`src/rtl/uart_io_fifo.sv`:
```
// Memory-mapped UART with TX/RX byte FIFOs, 8N1, fixed divider CLK_FREQ_HZ/BAUD_RATE.
// The receiver path is built only when UART_IO_FIFO_RX_EN is defined.
module uart_io_fifo #(
   parameter int unsigned CLK_FREQ_HZ = 25000000,
   parameter int unsigned BAUD_RATE   = 115200,
   parameter int unsigned TX_DEPTH    = 16,
   parameter int unsigned RX_DEPTH    = 16
) (
   input  logic        i_clk,
   input  logic        i_rst,
   input  logic [1:0]  i_addr,
   input  logic [31:0] i_wdata,
   input  logic        i_wstrb,
   input  logic        i_rstrb,
   output logic [31:0] o_rdata,
   output logic        o_uart_tx,
   input  logic        i_uart_rx,
   output logic        o_irq
);

   localparam int unsigned DIV      = CLK_FREQ_HZ / BAUD_RATE;
   localparam int unsigned TX_AW    = $clog2(TX_DEPTH);
   localparam logic [31:0] DIV_LAST = 32'(DIV - 1);
   localparam logic [TX_AW:0] TX_ONE = (TX_AW + 1)'(1);

   typedef enum logic [1:0] {TX_IDLE, TX_START, TX_DATA, TX_STOP} tx_state_e;

   logic        wr_data, rd_data, rd_status;
   logic [23:0] unused_wdata;

   assign wr_data      = i_wstrb && (i_addr == 2'd0);
   assign rd_data      = i_rstrb && (i_addr == 2'd0);
   assign rd_status    = i_rstrb && (i_addr == 2'd1);
   assign unused_wdata = i_wdata[31:8];

   // ---------------- TX FIFO ----------------
   logic [7:0]     tx_mem_q [TX_DEPTH];
   logic [TX_AW:0] tx_wp_q, tx_wp_d, tx_rp_q, tx_rp_d, tx_level;
   logic           tx_full, tx_empty, tx_push, tx_pop, tx_busy;
   logic           tx_ovf_q, tx_ovf_d;

   assign tx_level = tx_wp_q - tx_rp_q;
   assign tx_empty = (tx_wp_q == tx_rp_q);
   assign tx_full  = (tx_wp_q[TX_AW] != tx_rp_q[TX_AW]) &&
                     (tx_wp_q[TX_AW-1:0] == tx_rp_q[TX_AW-1:0]);
   // Fullness is judged on the registered pointers, so a same-cycle pop never makes room.
   assign tx_push  = wr_data && !tx_full;

   // ---------------- TX FSM ----------------
   tx_state_e   tx_state_q;
   logic [31:0] tx_cnt_q;
   logic [2:0]  tx_bit_q;
   logic [7:0]  tx_shift_q;
   logic        tx_line_q;
   logic        tx_cnt_done;

   assign tx_cnt_done = (tx_cnt_q == DIV_LAST);
   assign tx_pop  = !tx_empty &&
                    ((tx_state_q == TX_IDLE) || ((tx_state_q == TX_STOP) && tx_cnt_done));
   assign tx_busy = !tx_empty || (tx_state_q != TX_IDLE);
   assign o_uart_tx = tx_line_q;

   always_ff @(posedge i_clk) begin
      if (i_rst) begin
         tx_state_q <= TX_IDLE;
         tx_cnt_q   <= '0;
         tx_bit_q   <= '0;
         tx_shift_q <= '0;
         tx_line_q  <= 1'b1;
      end else begin
         case (tx_state_q)
            TX_IDLE: begin
               if (tx_pop) begin
                  tx_shift_q <= tx_mem_q[tx_rp_q[TX_AW-1:0]];
                  tx_cnt_q   <= '0;
                  tx_line_q  <= 1'b0;
                  tx_state_q <= TX_START;
               end
            end
            TX_START: begin
               if (tx_cnt_done) begin
                  tx_cnt_q   <= '0;
                  tx_bit_q   <= '0;
                  tx_line_q  <= tx_shift_q[0];
                  tx_state_q <= TX_DATA;
               end else begin
                  tx_cnt_q <= tx_cnt_q + 32'd1;
               end
            end
            TX_DATA: begin
               if (tx_cnt_done) begin
                  tx_cnt_q <= '0;
                  if (tx_bit_q == 3'd7) begin
                     tx_line_q  <= 1'b1;
                     tx_state_q <= TX_STOP;
                  end else begin
                     tx_bit_q   <= tx_bit_q + 3'd1;
                     tx_shift_q <= {1'b0, tx_shift_q[7:1]};
                     tx_line_q  <= tx_shift_q[1];
                  end
               end else begin
                  tx_cnt_q <= tx_cnt_q + 32'd1;
               end
            end
            TX_STOP: begin
               if (tx_cnt_done) begin
                  tx_cnt_q <= '0;
                  // Chain straight into the next start bit when more data is queued.
                  if (tx_pop) begin
                     tx_shift_q <= tx_mem_q[tx_rp_q[TX_AW-1:0]];
                     tx_line_q  <= 1'b0;
                     tx_state_q <= TX_START;
                  end else begin
                     tx_state_q <= TX_IDLE;
                  end
               end else begin
                  tx_cnt_q <= tx_cnt_q + 32'd1;
               end
            end
            default: tx_state_q <= TX_IDLE;
         endcase
      end
   end

   // ---------------- RX path ----------------
   logic       rx_valid, rx_ovr, rx_ferr;
   logic [7:0] rx_head;
   logic [8:0] rx_level9;

`ifdef UART_IO_FIFO_RX_EN
   localparam int unsigned RX_AW     = $clog2(RX_DEPTH);
   localparam logic [31:0] HALF_LAST = 32'((DIV / 2) - 1);
   localparam logic [RX_AW:0] RX_ONE = (RX_AW + 1)'(1);

   typedef enum logic [1:0] {RX_IDLE, RX_START, RX_DATA, RX_STOP} rx_state_e;

   logic [7:0]     rx_mem_q [RX_DEPTH];
   logic [RX_AW:0] rx_wp_q, rx_wp_d, rx_rp_q, rx_rp_d, rx_level;
   logic           rx_full, rx_empty, rx_push, rx_pop, rx_done;
   logic           rx_ovr_q, rx_ovr_d, rx_ferr_q, rx_ferr_d;
   logic           rx_s1_q, rx_s2_q, rx_s3_q;
   rx_state_e      rx_state_q;
   logic [31:0]    rx_cnt_q;
   logic [2:0]     rx_bit_q;
   logic [7:0]     rx_shift_q;

   assign rx_level  = rx_wp_q - rx_rp_q;
   assign rx_empty  = (rx_wp_q == rx_rp_q);
   assign rx_full   = (rx_wp_q[RX_AW] != rx_rp_q[RX_AW]) &&
                      (rx_wp_q[RX_AW-1:0] == rx_rp_q[RX_AW-1:0]);
   assign rx_done   = (rx_state_q == RX_STOP) && (rx_cnt_q == DIV_LAST);
   assign rx_push   = rx_done && rx_s2_q && !rx_full;
   assign rx_pop    = rd_data && !rx_empty;
   assign rx_valid  = !rx_empty;
   assign rx_head   = rx_mem_q[rx_rp_q[RX_AW-1:0]];
   assign rx_level9 = 9'(rx_level);
   assign rx_ovr    = rx_ovr_q;
   assign rx_ferr   = rx_ferr_q;

   always_comb begin
      rx_wp_d = rx_wp_q;
      rx_rp_d = rx_rp_q;
      if (rx_push) rx_wp_d = rx_wp_q + RX_ONE;
      if (rx_pop)  rx_rp_d = rx_rp_q + RX_ONE;
      rx_ovr_d  = rd_status ? 1'b0 : rx_ovr_q;
      rx_ferr_d = rd_status ? 1'b0 : rx_ferr_q;
      if (rx_done && rx_s2_q && rx_full) rx_ovr_d = 1'b1;
      if (rx_done && !rx_s2_q)           rx_ferr_d = 1'b1;
   end

   always_ff @(posedge i_clk) begin
      if (i_rst) begin
         rx_s1_q    <= 1'b1;
         rx_s2_q    <= 1'b1;
         rx_s3_q    <= 1'b1;
         rx_state_q <= RX_IDLE;
         rx_cnt_q   <= '0;
         rx_bit_q   <= '0;
         rx_shift_q <= '0;
         rx_wp_q    <= '0;
         rx_rp_q    <= '0;
         rx_ovr_q   <= 1'b0;
         rx_ferr_q  <= 1'b0;
      end else begin
         rx_s1_q   <= i_uart_rx;
         rx_s2_q   <= rx_s1_q;
         rx_s3_q   <= rx_s2_q;
         rx_wp_q   <= rx_wp_d;
         rx_rp_q   <= rx_rp_d;
         rx_ovr_q  <= rx_ovr_d;
         rx_ferr_q <= rx_ferr_d;
         case (rx_state_q)
            RX_IDLE: begin
               if (rx_s3_q && !rx_s2_q) begin
                  rx_cnt_q   <= '0;
                  rx_state_q <= RX_START;
               end
            end
            RX_START: begin
               if (rx_cnt_q == HALF_LAST) begin
                  rx_cnt_q   <= '0;
                  rx_bit_q   <= '0;
                  rx_state_q <= rx_s2_q ? RX_IDLE : RX_DATA;
               end else begin
                  rx_cnt_q <= rx_cnt_q + 32'd1;
               end
            end
            RX_DATA: begin
               if (rx_cnt_q == DIV_LAST) begin
                  rx_cnt_q   <= '0;
                  rx_shift_q <= {rx_s2_q, rx_shift_q[7:1]};
                  rx_bit_q   <= rx_bit_q + 3'd1;
                  if (rx_bit_q == 3'd7) rx_state_q <= RX_STOP;
               end else begin
                  rx_cnt_q <= rx_cnt_q + 32'd1;
               end
            end
            RX_STOP: begin
               if (rx_cnt_q == DIV_LAST) begin
                  rx_cnt_q   <= '0;
                  rx_state_q <= RX_IDLE;
               end else begin
                  rx_cnt_q <= rx_cnt_q + 32'd1;
               end
            end
            default: rx_state_q <= RX_IDLE;
         endcase
      end
   end

   always_ff @(posedge i_clk) begin
      if (rx_push) rx_mem_q[rx_wp_q[RX_AW-1:0]] <= rx_shift_q;
   end
`else
   logic unused_rx;

   assign unused_rx = i_uart_rx;
   assign rx_valid  = 1'b0;
   assign rx_ovr    = 1'b0;
   assign rx_ferr   = 1'b0;
   assign rx_head   = '0;
   assign rx_level9 = '0;
`endif

   // ---------------- register file ----------------
   logic [31:0] rdata_q, rdata_d;

   always_comb begin
      tx_wp_d = tx_wp_q;
      tx_rp_d = tx_rp_q;
      if (tx_push) tx_wp_d = tx_wp_q + TX_ONE;
      if (tx_pop)  tx_rp_d = tx_rp_q + TX_ONE;
      tx_ovf_d = rd_status ? 1'b0 : tx_ovf_q;
      if (wr_data && tx_full) tx_ovf_d = 1'b1;
      rdata_d = rdata_q;
      if (i_rstrb) begin
         case (i_addr)
            2'd0:    rdata_d = rx_valid ? {23'b0, 1'b1, rx_head} : '0;
            2'd1:    rdata_d = {22'b0, tx_busy, 3'b0, tx_ovf_q, rx_ferr, rx_ovr,
                                rx_valid, tx_empty, tx_full};
            2'd2:    rdata_d = {7'b0, rx_level9, 7'b0, 9'(tx_level)};
            default: rdata_d = '0;
         endcase
      end
   end

   always_ff @(posedge i_clk) begin
      if (i_rst) begin
         tx_wp_q  <= '0;
         tx_rp_q  <= '0;
         tx_ovf_q <= 1'b0;
         rdata_q  <= '0;
      end else begin
         tx_wp_q  <= tx_wp_d;
         tx_rp_q  <= tx_rp_d;
         tx_ovf_q <= tx_ovf_d;
         rdata_q  <= rdata_d;
      end
   end

   always_ff @(posedge i_clk) begin
      if (tx_push) tx_mem_q[tx_wp_q[TX_AW-1:0]] <= i_wdata[7:0];
   end

   assign o_rdata = rdata_q;
   assign o_irq   = rx_valid || tx_empty;

endmodule

```
`config.mk`:
```
export PLATFORM = sky130hd
export DESIGN_NAME = uart_io_fifo
export DESIGN_NICKNAME = d
export VERILOG_FILES = /design/src/rtl/uart_io_fifo.sv
export SDC_FILE = /design/constraint.sdc
export NUM_CORES = 1
export LEC_CHECK = 0
export ABC_AREA = 0
export CAP_MARGIN = 20
export CORE_ASPECT_RATIO = 0.5
export CORE_MARGIN = 2
export CORE_UTILIZATION = 40
export CTS_BUF_LIST = sky130_fd_sc_hd__clkbuf_8
export DETAILED_ROUTE_END_ITERATION = 6
export RECOVER_POWER = 25
export SLEW_MARGIN = 10
export SYNTH_ARGS = -nofsm -noshare
export SYNTH_HDL_FRONTEND = slang
export SYNTH_SLANG_ARGS = --single-unit
```
`constraint.sdc`:
```
create_clock -name i_clk -period 3.19 [get_ports i_clk]
set_clock_uncertainty 0.1 [all_clocks]
set_input_delay 0.638 -clock i_clk [delete_from_list [all_inputs] [get_ports i_clk]]
set_output_delay 0.638 -clock i_clk [all_outputs]
set_load 0.03 [all_outputs]
```
## After elaboration in Yosys (flattened, before gate mapping)

Memories as Yosys holds them, arrays and structs flattened. A register that Yosys moved wholly into a read port is not among the register bits.
Cells that the tools add are included.

| operators by class | value |
|---|---|
| mux-type cells | 32 |
| bitwise gates (word level) | 0 |
| shift operators | 0 |
| div/mod/pow operators | 0 |
| add/sub/neg operators | 5 |
| multipliers | 0 |
| reduce and logical (&&, ||, !) cells | 22 |
| equal/unequal tests | 16 |
| magnitude comparators | 0 |

Operator list:

| cell | number |
|---|---|
| two-way mux 32 bit | 2 |
| one-hot mux 32 bit (2 select lines) | 1 |
| adder 32 x 1 -> 32 bit (second input constant) | 1 |
| equality test 32 x 8 -> 1 bit (second input constant) | 1 |
| two-way mux 8 bit | 4 |
| one-hot mux 8 bit (3 select lines) | 1 |
| one-hot mux 10 bit (2 select lines) | 1 |
| inequality test 2 bit (second input constant) | 6 |
| adder 5 x 1 -> 5 bit (second input constant) | 2 |
| two-way mux 1 bit | 10 |
| two-way mux 2 bit | 5 |
| two-way mux 3 bit | 3 |
| two-way mux 4 bit | 2 |
| one-hot mux 2 bit (4 select lines) | 1 |
| AND reduction 4 bit | 2 |
| logical AND 1 bit | 7 |
| equality test 2 bit (second input constant) | 3 |
| one-hot mux 3 bit (2 select lines) | 1 |
| nonzero test 2 bit | 3 |
| equality test 5 bit | 1 |
| AND reduction 5 bit | 1 |
| subtractor 5 bit | 1 |
| equality test 2 x 1 -> 1 bit (second input constant) | 2 |
| equality test 4 bit | 1 |
| other kinds (10) | 13 |

| word-level totals | value |
|---|---|
| memory bits (writable) | 128 |
| bits in read-only memories | 0 |
| memories kept | 1 |
| flip-flop bits (word level) | 89 |
| bits of input ports | 39 |
| logic and storage cells | 85 |
| output and inout bits | 34 |
| bits in latches | 0 |

Memory list:

| memory | depth | width | rd ports | clocked after Yosys merged registers in | wr ports | RTL line | source |
|---|---|---|---|---|---|---|---|
| tx_mem_q | 16 | 8 | 1 | 1 | 1 | 37 | `logic [7:0] tx_mem_q [TX_DEPTH];` |

## Longest topological paths before layout

| depth | value |
|---|---|
| depth in word-level cells | 7 |
| gate-level depth with buffers | 9 |
| gate-level depth less buffers | 9 |

## Least setup slack after synthesis

No wires, ideal clock.

| path | value |
|---|---|
| path kind | flip-flop to flip-flop |
| from | register tx_wp_q[0] |
| to | memory tx_mem_q[3][0] (enable) |
| slack | 658 ps |
| arrival time | 2049 ps |
| data required time | 2707 ps |
| buffers on the path | 0 |
| library setup time | 383 ps |
| stages on the path, launching flop included | 7 |
| cells stage by stage | dfxtp_1 -> inv_1 -> ha_1 -> and4_1 -> a21oi_2 -> nand2_1 -> nor3_1 |

| between the ends | value |
|---|---|
| word-level cells in the longest chain between the ends | 6 |

Ends and longest elaborated chain:

| element | RTL line | source |
|---|---|---|
| start: declaration | 38 | `logic [TX_AW:0] tx_wp_q, tx_wp_d, tx_rp_q, tx_rp_d, tx_level;` |
| start signal: assignment | 274 | `tx_wp_q <= tx_wp_d;` |
| equality test 4 bit | 45 | `(tx_wp_q[TX_AW-1:0] == tx_rp_q[TX_AW-1:0]);` |
| logical AND 1 bit | 44 | `assign tx_full = (tx_wp_q[TX_AW] != tx_rp_q[TX_AW]) &&` |
| zero test 1 bit | 47 | `assign tx_push = wr_data && !tx_full;` |
| logical AND 1 bit | 47 |  |
| two-way mux 1 bit | 282 | `if (tx_push) tx_mem_q[tx_wp_q[TX_AW-1:0]] <= i_wdata[7:0];` |
| two-way mux 1 bit (not written as such) | 282 |  |
| end: declaration | 37 |  |

Parallel ways exist; a longest one is shown, timed or not.

## Worst setup path in the final report

| path | value |
|---|---|
| from | register tx_wp_q[3] |
| to | output port o_irq |

| between the ends | value |
|---|---|
| word-level cells in the longest chain between the ends | 1 |

Ends and longest elaborated chain:

| element | RTL line | source |
|---|---|---|
| equality test 5 bit | 43 | `assign tx_empty = (tx_wp_q == tx_rp_q);` |
| end: declaration | 18 | `output logic o_irq` |

No other way between the ends.

==> impl_metrics.json <==
{
  "status": "finished clean",
  "drv_slew": 0,
  "start_util": 0.4138,
  "drtAntennaViolNets": 0,
  "cp-start-kind": "register",
  "maxCapViolations": 0,
  "insertion_delay_ns": 0.48,
  "ys_seq_area_frac": 0.5714,
  "yosysMostFrequentCell": "edfxtp_1",
  "fin_tns_setup_ns": 0,
  "cts_setup_buffers": 0,
  "setup_slack_ns": 0.2757,
  "crit_type": "register to output port",
  "crit_end": "o_irq",
  "drtIter0Drc": 452,
  "viasPerCell": 5.432,
  "nNetsFinal": 795,
  "max_clock_freq_mhz": 343.1,
  "crit_chain": "ha_1, nand4_1, nor2_1, dlygate4sd2_1",
  "antennaDiodeCount": 0,
  "grtUsageTotal": 0.1644,
  "first_global_vias": 5739,
  "routabilityCongestion": 0.7892,
  "cp_slowest_cell": "dfxtp_1",
  "coreArea_um2": 22010,
  "dpl_cell_area_um2": 9643,
  "antenna_found_initial": 0,
  "ys_warn_count": 0,
  "r2r_end": "tx_mem_q[3][3]$_DFFE_PP_",
  "fin_crit_ns": 2.914,
  "peakVddDrop_mv": 0.3170,
  "critPathMaxStageDelay_ns": 0.60,
  "setup_violations": 0,
  "p_comb_frac": 0.280,
  "ys_ff_latch": 196,
  "cts_max_level": 4,
  "leakagePower_uw": 0.003229,
  "die_area_um2": 24070,
  "grt_max_degree": 42,
  "fp.dieW_um": 217.4,
  "rows": 38,
  "grt_pass1_wl_mm": 30.46,
  "place_ws_ns": 0.3446,
  "firstDrtPassIters": 5,
  "clk_pin_slew_ns": 0.11,
  "hold_ws_ns": 0.3788,
  "slew-limit-headroom": 0.5152,
  "cts_inserted_buffers": 17,
  "hold_viol_final": 0,
  "ios": 73,
  "via_count": 5687,
  "dieHeight_um": 110.7,
  "fin_crit_sh": 0.9136,
  "io_buffers": 22,
  "synthTopCellsByCount": "edfxtp_1, dfxtp_1, nand2_1",
  "p_clk_frac": 0.269,
  "cts_root_buf": "clkbuf_8",
  "synth_edf_count": 128,
  "rr_worst_depth": 6,
  "worst-path-max-fanout": 9,
  "synth-main-ff-cell": "edfxtp_1",
  "async_reset_ff_frac": 0,
  "cp_data_arrival_time_ns": 2.18,
  "syn_to_final_growth_pct": 10.38,
  "clockBufferDepth": 2,
  "cts_sinks": 196,
  "seqPwrFrac": 0.452,
  "overflow": 0,
  "p_per_area_nw_per_um2": 628.2,
  "holdBufCountCts": 0,
  "drc": 0,
  "drive_gt1_frac": 0.1606,
  "syn-cell-area_um2": 9109,
  "r2r_slack_ns": 0.45,
  "final_cell_area_um2": 10050,
  "ys_top_cells_by_area": "edfxtp_1, dfxtp_1, mux4_2",
  "post_synth_inst_count": 705,
  "p_sw_frac": 0.3319,
  "cts_tree": "built",
  "power_switching_uw": 2096,
  "hold_path_class": "register to register",
  "cp.required_ns": 2.45,
  "synth_largest_type_area_fraction": 0.4220,
  "worstMarginPinSlew_ns": 0.7249,
  "syn_area_per_cell_um2": 12.92,
  "yosysTopAreaCell": "edfxtp_1",
  "avgRoutedWirePerCell_um": 18.12,
  "dp_hpwl_mm": 12.29,
  "worstSetupStartpoint": "tx_wp_q[3]$_SDFFE_PP0P_",
  "p_int_uw": 4220,
  "rsz0062_at_grt": "no",
  "ys_types": 69,
  "wirelength_mm": 18.97,
  "reg2reg_from": "tx_wp_q[3]$_SDFFE_PP0P_",
  "end_kind": "output port"
}
## timing repair
action,4_1_cts,5_1_grt
endpoints found under the setup margin,1,0
gates resized for setup,2,0
hold endpoints to repair,0,0
## layer usage
metal,wire length [um],vias to the layer above,GRT usage
met1,9016,2839,0.2170
met2,9180,99,0.2735
met3,533,15,0.03457
li1,-,2734,-
met4,240,0,0.04840
met5,0,-,0
## kinds of logic (layout without fill, tap and decap cells)
group           Yosys count  in the layout  share of synthesized area
compound gates          141            141                     0.1065
xor+xnor                  7              7                   0.006731
other cells               1             25                  0.0004117
fa+ha+maj                22             22                    0.03104
flops                   196            196                     0.5714
simple gates            202            202                     0.1297
buf+inv                  82            100                    0.05027
mux                      54             54                     0.1040
## power by group through the flow
| stage | Clock [uW] | Sequential, uW | Combinational [uW] |
|---|---|---|---|
| after floorplan | 0 | 2900 | 1340 |
| after global placement | 0 | 2910 | 1760 |
| after detailed placement | 0 | 2910 | 1790 |
| after CTS | 1750 | 2850 | 1780 |
| after global routing | 1830 | 2870 | 1950 |
| final | 1700 | 2850 | 1770 |
## how the worst min path moves through the flow
stage                     cells past startpoint                        from                         end
after global routing                          1  tx_shift_q[0]$_SDFFE_PP0P_  tx_shift_q[0]$_SDFFE_PP0P_
after global placement                        1  tx_shift_q[2]$_SDFFE_PP0P_  tx_shift_q[2]$_SDFFE_PP0P_
after floorplan                               1  tx_shift_q[0]$_SDFFE_PP0P_  tx_shift_q[0]$_SDFFE_PP0P_
after CTS                                     1  tx_shift_q[2]$_SDFFE_PP0P_  tx_shift_q[2]$_SDFFE_PP0P_
after detailed placement                      1  tx_shift_q[2]$_SDFFE_PP0P_  tx_shift_q[2]$_SDFFE_PP0P_
final                                         2     o_rdata[2]$_SDFFE_PP0P_     o_rdata[2]$_SDFFE_PP0P_
## cells in the final DEF (no fill, tap or decap), drive strengths merged, types with 3 or more instances in the layout
master / n
or3: 6
buf: 29
clkdlybuf4s50: 14
a32o: 8
dlygate4sd3: 6
clkbuf: 17
mux2i: 17
nand2: 48
nand4: 15
and3: 11
nand2b: 10
nor2b: 12
and2: 3
xor2: 4
conb: 25
ha: 21
a311oi: 27
nor2: 41
nor3: 15
nand3: 17
a21oi: 45
a41oi: 8
inv: 27
dfxtp: 68
mux4: 32
o21ai: 26
mux2: 5
xnor2: 3
edfxtp: 128
nor3b: 3
and4: 8
a31oi: 8
nor4: 7
clkinv: 4
## critical path, delay by kind of cell, from the launching register on
family,cells,cell delay (ns)
flops,1,0.60
buf+inv,1,0.44
simple gates,2,0.37
fa+ha+maj,1,0.29
## final cells by class
| type | instances | area (um^2) |
|---|---|---|
| inverter | 18 | 67.56 |
| tap | 300 | 375.4 |
| clock buffer | 17 | 234.0 |
| fill | 1979 | 11960 |
| sequential | 196 | 5207 |
| clock inverter | 15 | 177.7 |
| timing repair buffer | 50 | 449.2 |
| multi-input combinational | 451 | 3543 |
## sequential cells by signal (all words and copies together), names as in the netlist, named ones only
register and count:
tx_mem_q 128, tx_cnt_q 32, tx_shift_q 8, o_rdata 7, tx_rp_q 5, tx_wp_q 5
tx_bit_q 3, tx_state_q 2, o_uart_tx 1, tx_ovf_q 1
## per-stage QoR
step	util	instances	power, uW
6_report	0.4567	1047	6316
5_1_grt	0.4567	1047	6655
4_1_cts	0.4567	1047	6383
3_5_place_dp	0.4380	1015	4699
3_3_place_gp	0.4380	1015	4669
2_1_floorplan	-	729	4249
No activity file was read; power rests on OpenSTA's default activity.
